==> src/rtl/sum4_arbiter.sv <==
// Round-robin scheduler for two clients sharing one W-bit adder that
// accumulates four latched operands over four cycles.
module sum4_arbiter #(
  parameter int W = 16
) (
  input  logic           clk,
  input  logic           rst_n,
  input  logic           req_a,
  input  logic [4*W-1:0] ops_a,
  input  logic           req_b,
  input  logic [4*W-1:0] ops_b,
  output logic           gnt_a,
  output logic           gnt_b,
  output logic           done_a,
  output logic           done_b,
  output logic [W-1:0]   sum,
  output logic           ovf,
  output logic           busy
);

  typedef enum logic [0:0] {S_IDLE = 1'b0, S_ACC = 1'b1} state_e;

  state_e         state_q, state_d;
  logic [1:0]     idx_q, idx_d;
  logic [W-1:0]   acc_q, acc_d;
  logic [W-1:0]   sum_q, sum_d;
  logic [4*W-1:0] ops_q, ops_d;
  logic           c_q, c_d;
  logic           ovf_q, ovf_d;
  logic           owner_q, owner_d;
  logic           last_q, last_d;
  logic           gnt_a_q, gnt_a_d;
  logic           gnt_b_q, gnt_b_d;
  logic           done_a_q, done_a_d;
  logic           done_b_q, done_b_d;
  logic           any_req_s;
  logic           win_b_s;
  logic [W:0]     add_s;

  function automatic logic [W-1:0] op_sel(input logic [4*W-1:0] ops, input logic [1:0] i);
    case (i)
      2'd0:    op_sel = ops[W-1:0];
      2'd1:    op_sel = ops[2*W-1:W];
      2'd2:    op_sel = ops[3*W-1:2*W];
      2'd3:    op_sel = ops[4*W-1:3*W];
      default: op_sel = {W{1'b0}};
    endcase
  endfunction

  // Owner and last_winner use 1 for B; B wins a tie only if A won last.
  assign any_req_s = req_a | req_b;
  assign win_b_s   = req_b & (~req_a | ~last_q);

  // State register and all datapath/output flops.
  always_ff @(posedge clk or negedge rst_n) begin
    if (!rst_n) begin
      state_q  <= S_IDLE;
      idx_q    <= 2'd0;
      acc_q    <= {W{1'b0}};
      sum_q    <= {W{1'b0}};
      ops_q    <= {(4*W){1'b0}};
      c_q      <= 1'b0;
      ovf_q    <= 1'b0;
      owner_q  <= 1'b0;
      last_q   <= 1'b1;
      gnt_a_q  <= 1'b0;
      gnt_b_q  <= 1'b0;
      done_a_q <= 1'b0;
      done_b_q <= 1'b0;
    end else begin
      state_q  <= state_d;
      idx_q    <= idx_d;
      acc_q    <= acc_d;
      sum_q    <= sum_d;
      ops_q    <= ops_d;
      c_q      <= c_d;
      ovf_q    <= ovf_d;
      owner_q  <= owner_d;
      last_q   <= last_d;
      gnt_a_q  <= gnt_a_d;
      gnt_b_q  <= gnt_b_d;
      done_a_q <= done_a_d;
      done_b_q <= done_b_d;
    end
  end

  // Next-state logic.
  always_comb begin
    state_d = state_q;
    case (state_q)
      S_IDLE: begin
        if (any_req_s) state_d = S_ACC;
        else           state_d = S_IDLE;
      end
      S_ACC: begin
        if (idx_q == 2'd3) state_d = S_IDLE;
        else               state_d = S_ACC;
      end
      default: state_d = S_IDLE;
    endcase
  end

  // Grant latching, accumulation and completion outputs.
  always_comb begin
    idx_d    = idx_q;
    acc_d    = acc_q;
    sum_d    = sum_q;
    ops_d    = ops_q;
    c_d      = c_q;
    ovf_d    = ovf_q;
    owner_d  = owner_q;
    last_d   = last_q;
    gnt_a_d  = 1'b0;
    gnt_b_d  = 1'b0;
    done_a_d = 1'b0;
    done_b_d = 1'b0;
    add_s    = {1'b0, acc_q} + {1'b0, op_sel(ops_q, idx_q)};
    case (state_q)
      S_IDLE: begin
        if (any_req_s) begin
          ops_d   = win_b_s ? ops_b : ops_a;
          owner_d = win_b_s;
          last_d  = win_b_s;
          gnt_a_d = ~win_b_s;
          gnt_b_d = win_b_s;
          acc_d   = {W{1'b0}};
          c_d     = 1'b0;
          idx_d   = 2'd0;
        end else begin
          idx_d   = idx_q;
        end
      end
      S_ACC: begin
        acc_d = add_s[W-1:0];
        c_d   = c_q | add_s[W];
        idx_d = idx_q + 2'd1;
        // The last add publishes its result directly, carry included.
        if (idx_q == 2'd3) begin
          sum_d    = add_s[W-1:0];
          ovf_d    = c_q | add_s[W];
          done_a_d = ~owner_q;
          done_b_d = owner_q;
        end else begin
          sum_d    = sum_q;
        end
      end
      default: begin
        idx_d = 2'd0;
      end
    endcase
  end

  assign gnt_a  = gnt_a_q;
  assign gnt_b  = gnt_b_q;
  assign done_a = done_a_q;
  assign done_b = done_b_q;
  assign sum    = sum_q;
  assign ovf    = ovf_q;
  assign busy   = (state_q == S_ACC);

endmodule
==> config.mk <==
export PLATFORM = sky130hd
export DESIGN_NAME = sum4_arbiter
export DESIGN_NICKNAME = d
export VERILOG_FILES = /design/src/rtl/sum4_arbiter.sv
export SDC_FILE = /design/constraint.sdc
export NUM_CORES = 1
export LEC_CHECK = 0
export CORE_ASPECT_RATIO = 1.1
export CORE_MARGIN = 5
export CORE_UTILIZATION = 25
export DETAILED_ROUTE_END_ITERATION = 6
export PLACE_DENSITY = 0.59
export SLEW_MARGIN = 10
export SYNTH_ARGS = -nofsm -noshare
export SYNTH_HDL_FRONTEND = slang
export SYNTH_SLANG_ARGS = --single-unit
export TNS_END_PERCENT = 50
==> constraint.sdc <==
create_clock -name clk -period 6.9 [get_ports clk]
set_input_delay 1.035 -clock clk [delete_from_list [all_inputs] [get_ports clk]]
set_output_delay 1.035 -clock clk [all_outputs]
set_load 0.005 [all_outputs]
; ---- Yosys cells after proc, flatten, opt, wreduce, memory -nomap -nowiden
; Cells that the tools add are included.
[totals]
inputBits = 132
reg_bits = 107
mem_bits_ro = 0
n_memories = 0
ram_bits = 0
output_inout_bits = 22
latch_bits = 0
[op_classes]
n_div = 0
n_eq_ne = 4
shift = 0
reduce_logical = 3
bitwise = 9
muxes = 19
mul = 0
add_sub_neg = 2
order_cmp = 0
[ops]
columns = cell, count
row1 = 2-to-1 mux 64 bit, 1
row2 = case mux 16 bit (4 select lines), 1
row3 = case mux 16 bit (2 select lines), 1
row4 = adder 16 x 16 -> 17 bit, 1
row5 = 2-to-1 mux 16 bit, 1
row6 = 2-to-1 mux 1 bit, 11
row7 = inverter 1 bit, 5
row8 = "== test 2 bit, second input constant", 2
row9 = case mux 1 bit (2 select lines), 2
row10 = case mux 2 bit (2 select lines), 1
row11 = AND reduction 2 bit, 2
row12 = bitwise OR 1 bit, 3
row13 = "adder 2 x 1 -> 2 bit, second input constant", 1
row14 = "== test 2 x 1 -> 1 bit, second input constant", 1
row15 = zero test 2 bit, 1
row16 = 2-to-1 mux 2 bit, 1
row17 = "inequality test 2 bit, second input constant", 1
row18 = AND 1 bit, 1

; ---- Longest topological paths before layout
[depth]
ltp_word = 6
mapped_depth = 15

; ---- Worst setup path before layout
; No wires, ideal clock.
[synth_path]
path_type = register -> register
start = register idx_q[0]
end = register sum_q[12], in the netlist sum[12]
setup_time_ps = 125
required_time_ps = 6775
path_slack_ps = 3380
t_arrival_ps = 3395
period_less_slack_ps = 3520
path_stages_with_launch = 15
path_cell_list = dfrtp_1 -> inv_1 -> ha_1 -> clkbuf_1 -> buf_1 -> mux2i_1 -> ha_1 -> inv_1 -> fa_1 -> nor2b_4 -> o2111a_2 -> o31ai_4 -> o31ai_2 -> xor2_1 -> mux2_2
[synth_between]
elab_chain_cells = 3
[synth_lines]
columns = element, line_no
row1 = start: declaration, 24  ; logic [1:0] idx_q, idx_d;
row2 = start signal: assignment, 72  ; idx_q <= idx_d;
row3 = == test 2 bit (tied with other cells), "41, 138"
row4 = case mux 16 bit (4 select lines), 41  ; case (i)
row5 = adder 16 x 16 -> 17 bit, 117  ; add_s = {1'b0, acc_q} + {1'b0, op_sel(ops_q, idx_q)};
row6 = end signal: assignment, 60  ; sum_q <= {W{1'b0}};
row7 = end signal: assignment, 74  ; sum_q <= sum_d;
row8 = end: declaration, 26  ; logic [W-1:0] sum_q, sum_d;
; Several ways; a longest one is shown, not always the timed one.
; A chain may end at the register's enable or synchronous reset.

; ---- Final worst setup path
; Same ends and word-level chain as after synthesis.

==> summary.md <==
The flow ran to the end, and the final reports show no timing, DRC or antenna violations. The total power per unit cell area was 490 nW/µm²; the count of H-tree levels built during CTS was 3. The worst hold path begins at owner_q. The worst setup slack for register-to-register paths is 3.25 ns.

The tools report the number of nets in the finished design as 795. The number of input and output port buffers inserted was 153; the total of fill cells in the finished design was 2246. The tools report the clock latency on the worst-skew pair as 0.35 ns.

Detailed routing inserted a total of 4447 vias. Clock-pin slew was measured on the worst setup and hold paths at 0.07 ns. The most used flip-flop cell after synthesis is sky130_fd_sc_hd__dfrtp_1.

For the net count of the mapped netlist, the log shows 665. The share of the synthesized area in the top cell type was 0.483. Setup repair after global routing left no endpoint under its margin. The worst setup path is of the reg2reg kind. Of all nets on the critical path, the largest fanout is 16. The sequential cell area fraction in the yosys report is 0.487, and the die width is 151 µm. The share of post-route cells with drive strength above 1 was 0.0788.

The class of the most critical hold timing path is reg2reg. The total global routing track utilization is 0.131. The initial core utilization is 0.251, and the worst reg2reg path depth is 12.

The via count of the first global-routing pass was 4565; the max-capacitance violation count was 0. Routability-driven placement finished with a final weighted congestion of 0.795. For the core outline area, the log shows 21900 µm².

In this run, CTS created clock tree buffers numbering 9. For the worst slew margin relative to its limit, the log shows 0.353. The HPWL reported at the end of detailed placement was 12.2 mm; the die area was 25000 µm². In this run the post-CTS setup repair buffer count came out at 0. The startpoint identified for the worst register-to-register timing path is idx_q[0]. After routing the design area is 7620 µm². Gates resized during post-CTS repair numbered 0.

At the worst endpoint, the arrival time is 3.88 ns. In this run, post-CTS hold repair placed 0 buffers. Setup violations remaining at the end of the flow were counted as 0. TritonCTS built the clock tree. The clock period could shrink to 3.65 ns. The transition at the pin with the smallest max-transition slack came out at 0.968 ns. VDD sags by at most 0.000172 V. For this block, the routed nets add up to 16.1 mm of wire.

The run gives 57 as the number of rows created at floorplan. Dividing the synthesized area by the synthesized cell count gives 10.7 µm². The number of DRC markers after the initial detailed-route iteration was 372; the final cycle utilization of the critical path was 0.529.

The synthesized netlist occupies a cell area of 5500 µm². The register bit total from synthesis was 107; the top-level I/O count was 154. The analysis attributes to cell leakage a power of 3.43 nW. The pre-antenna-repair detailed-routing pass consisted of 6 iterations. The proportion of register bits with asynchronous set or reset after synthesis works out to 1.00.

The cell count after synthesis came out at 512. The hold violation total from the final report was 0; the average routed wire per standard cell was 17.1 µm. Number of design rule violations left after detail routing: 0.

The number of antenna violations at the first check in global routing is 0. After detailed routing, the number of vias per cell comes to 4.72. Between clock sinks in the finished design, the worst skew comes to 0.0111 ns.

Entering global routing, the biggest net connects 94 pins. In this run the deepest clock path goes through 2 buffers. The run gives 274 MHz as the timing-limited maximum frequency. The logs give 107 for the total clock sinks and 0 for the final max-slew violation count. The first global-routing pass estimated 25.3 mm of wire. For this run the aggregate overflow at the end of global routing stands at 0.

For the final routed database, the setup TNS stands at 0 ns. The worst setup path is captured at a register. Clock tree synthesis selected as its root buffer the cell sky130_fd_sc_hd__clkbuf_16. The worst setup path is launched from a register. The count of nets left with antenna violations once routing finished came out at 0. Capture instance of the worst register-to-register path: sum[12].

Yosys attributes the largest share of cell area to sky130_fd_sc_hd__dfrtp_1 (48%), sky130_fd_sc_hd__a222oi_1 (9.7%), sky130_fd_sc_hd__mux2i_1 (7.5%), sky130_fd_sc_hd__ha_1 (4.6%), sky130_fd_sc_hd__inv_1 (4.2%). The area added between synthesis and finish is 38.7%. Yosys mapped a number of flops with a built-in enable equal to 0.

The cell area reported after detailed placement came out at 7320 µm². The first element of the critical path is idx_q[0]. In this run the worst setup path terminates at sum[12]. For this run, the number of Yosys warnings is 0. After synthesis, the netlist uses 47 different library cells.

From bottom edge to top edge, the die measures 165 µm. sky130_fd_sc_hd__dfrtp_1 takes more of the synthesized area than any other cell. For the required time at the worst-slack endpoint, the log shows 7.13 ns. The count of inserted antenna diode cells is 0.
## cell usage in the layout (no fill, tap or decap), types with 2 or more instances in the layout
master and instances:
sky130_fd_sc_hd__a21oi_1 10, sky130_fd_sc_hd__xnor2_1 4, sky130_fd_sc_hd__o21ai_0 36, sky130_fd_sc_hd__clkinvlp_4 2
sky130_fd_sc_hd__a221oi_1 2, sky130_fd_sc_hd__clkdlybuf4s50_1 152, sky130_fd_sc_hd__nor2_1 5, sky130_fd_sc_hd__a21o_1 4
sky130_fd_sc_hd__nor3_1 3, sky130_fd_sc_hd__inv_1 61, sky130_fd_sc_hd__nand2_1 44, sky130_fd_sc_hd__mux2i_1 41
sky130_fd_sc_hd__o31ai_1 2, sky130_fd_sc_hd__o21a_1 4, sky130_fd_sc_hd__ha_1 20, sky130_fd_sc_hd__a22o_1 15
sky130_fd_sc_hd__buf_4 7, sky130_fd_sc_hd__a222oi_1 53, sky130_fd_sc_hd__clkbuf_16 9, sky130_fd_sc_hd__nand3_1 6
sky130_fd_sc_hd__o211ai_1 3, sky130_fd_sc_hd__mux2_2 15, sky130_fd_sc_hd__xor2_1 9, sky130_fd_sc_hd__dfrtp_1 106
## logic make-up after synthesis
family                   after synthesis  share of synthesized area
buffers and inverters                101                     0.0704
adder cells (fa/ha/maj)               21                     0.0492
AO/OA/AOI/OAI                        143                      0.208
XOR/XNOR                              13                     0.0207
AND/OR/NAND/NOR                       71                     0.0587
flip-flops                           107                      0.487
multiplexers                          56                      0.105
## Yosys cell counts, types with 3 or more instances
library cell and instances:
sky130_fd_sc_hd__clkbuf_1 31, sky130_fd_sc_hd__buf_2 6, sky130_fd_sc_hd__nor2_1 6, sky130_fd_sc_hd__mux2i_1 41, sky130_fd_sc_hd__a21oi_1 10, sky130_fd_sc_hd__mux2_2 15, sky130_fd_sc_hd__xor2_1 9, sky130_fd_sc_hd__nor3_1 4
sky130_fd_sc_hd__xnor2_1 4, sky130_fd_sc_hd__ha_1 20, sky130_fd_sc_hd__a21o_1 4, sky130_fd_sc_hd__o21a_1 4, sky130_fd_sc_hd__o211ai_1 3, sky130_fd_sc_hd__buf_1 3, sky130_fd_sc_hd__a22o_1 15, sky130_fd_sc_hd__inv_1 61
sky130_fd_sc_hd__o21ai_0 37, sky130_fd_sc_hd__a222oi_1 53, sky130_fd_sc_hd__nand2_1 44, sky130_fd_sc_hd__nand3_1 6, sky130_fd_sc_hd__dfrtp_1 106
## flip-flops by register name, indices dropped and copies added, names as in the netlist
name,cells
c_q,1
busy,1
gnt_b,1
sum,16
ovf,1
acc_q,16
ops_q,64
gnt_a,1
owner_q,1
done_b,1
idx_q,2
done_a,1
last_q,1
## layer usage
layer | GRT usage | wire length (µm) | vias to the layer above | share of wire
li1 | - | - | 2163 | -
met1 | 0.173 | 7040 | 2148 | 0.44
met2 | 0.212 | 7870 | 123 | 0.49
met3 | 0.0328 | 973 | 13 | 0.060
met4 | 0.0363 | 212 | 0 | 0.013
met5 | 0 | 0 | - | 0
## worst min path at each step
stage	endpoint	slack, ns	cells after the start
2_1_floorplan	done_a	0.42	1
3_3_place_gp	done_a	0.45	1
3_5_place_dp	done_a	0.45	1
4_1_cts	done_a	0.46	1
5_1_grt	done_a	0.48	1
6_report	done_a	0.45	1
## power by group
group | internal (mW) | switching (mW) | leakage, nW | total (mW)
sequential | 0.953 | 0.194 | 1.32 | 1.15
combinational | 0.985 | 1.07 | 1.97 | 2.06
clock | 0.294 | 0.237 | 0.142 | 0.531
total | 2.23 | 1.50 | 3.43 | 3.73
## stage by stage
step           hold WS, ns  cells  worst slack, ns  power [mW]  utilization
2_1_floorplan        0.419    512             3.38        2.58            -
3_3_place_gp         0.448    926             3.37        3.21        0.334
3_5_place_dp         0.453    926             3.27        3.24        0.334
4_1_cts              0.460    942             3.23        3.79        0.348
5_1_grt              0.482    942             3.06        4.05        0.348
6_report             0.454    942             3.25        3.73        0.348
## area by class of cell
| type | count | area, µm² | area share |
|---|---|---|---|
| clock buffer | 11 | 243 | 0.0318 |
| clock inverter | 5 | 62.6 | 0.00821 |
| inverter | 61 | 229 | 0.0300 |
| multi-input combinational | 304 | 2470 | 0.324 |
| sequential | 107 | 2680 | 0.351 |
| tap | 295 | 369 | 0.0484 |
| timing repair buffer | 159 | 1570 | 0.207 |
## critical path, cell delays in order, from the launching register on
cell and delay [ns]:
sky130_fd_sc_hd__dfrtp_1 0.43, sky130_fd_sc_hd__inv_1 0.10, sky130_fd_sc_hd__ha_1 0.79, sky130_fd_sc_hd__mux2i_1 0.27, sky130_fd_sc_hd__ha_1 0.19, sky130_fd_sc_hd__inv_1 0.05, sky130_fd_sc_hd__fa_1 0.43, sky130_fd_sc_hd__nor2b_4 0.14
sky130_fd_sc_hd__o2111a_2 0.24, sky130_fd_sc_hd__o31ai_4 0.08, sky130_fd_sc_hd__o31ai_2 0.38, sky130_fd_sc_hd__xor2_1 0.14, sky130_fd_sc_hd__mux2_2 0.28
Note: power is estimated with default switching activity, not from simulation.
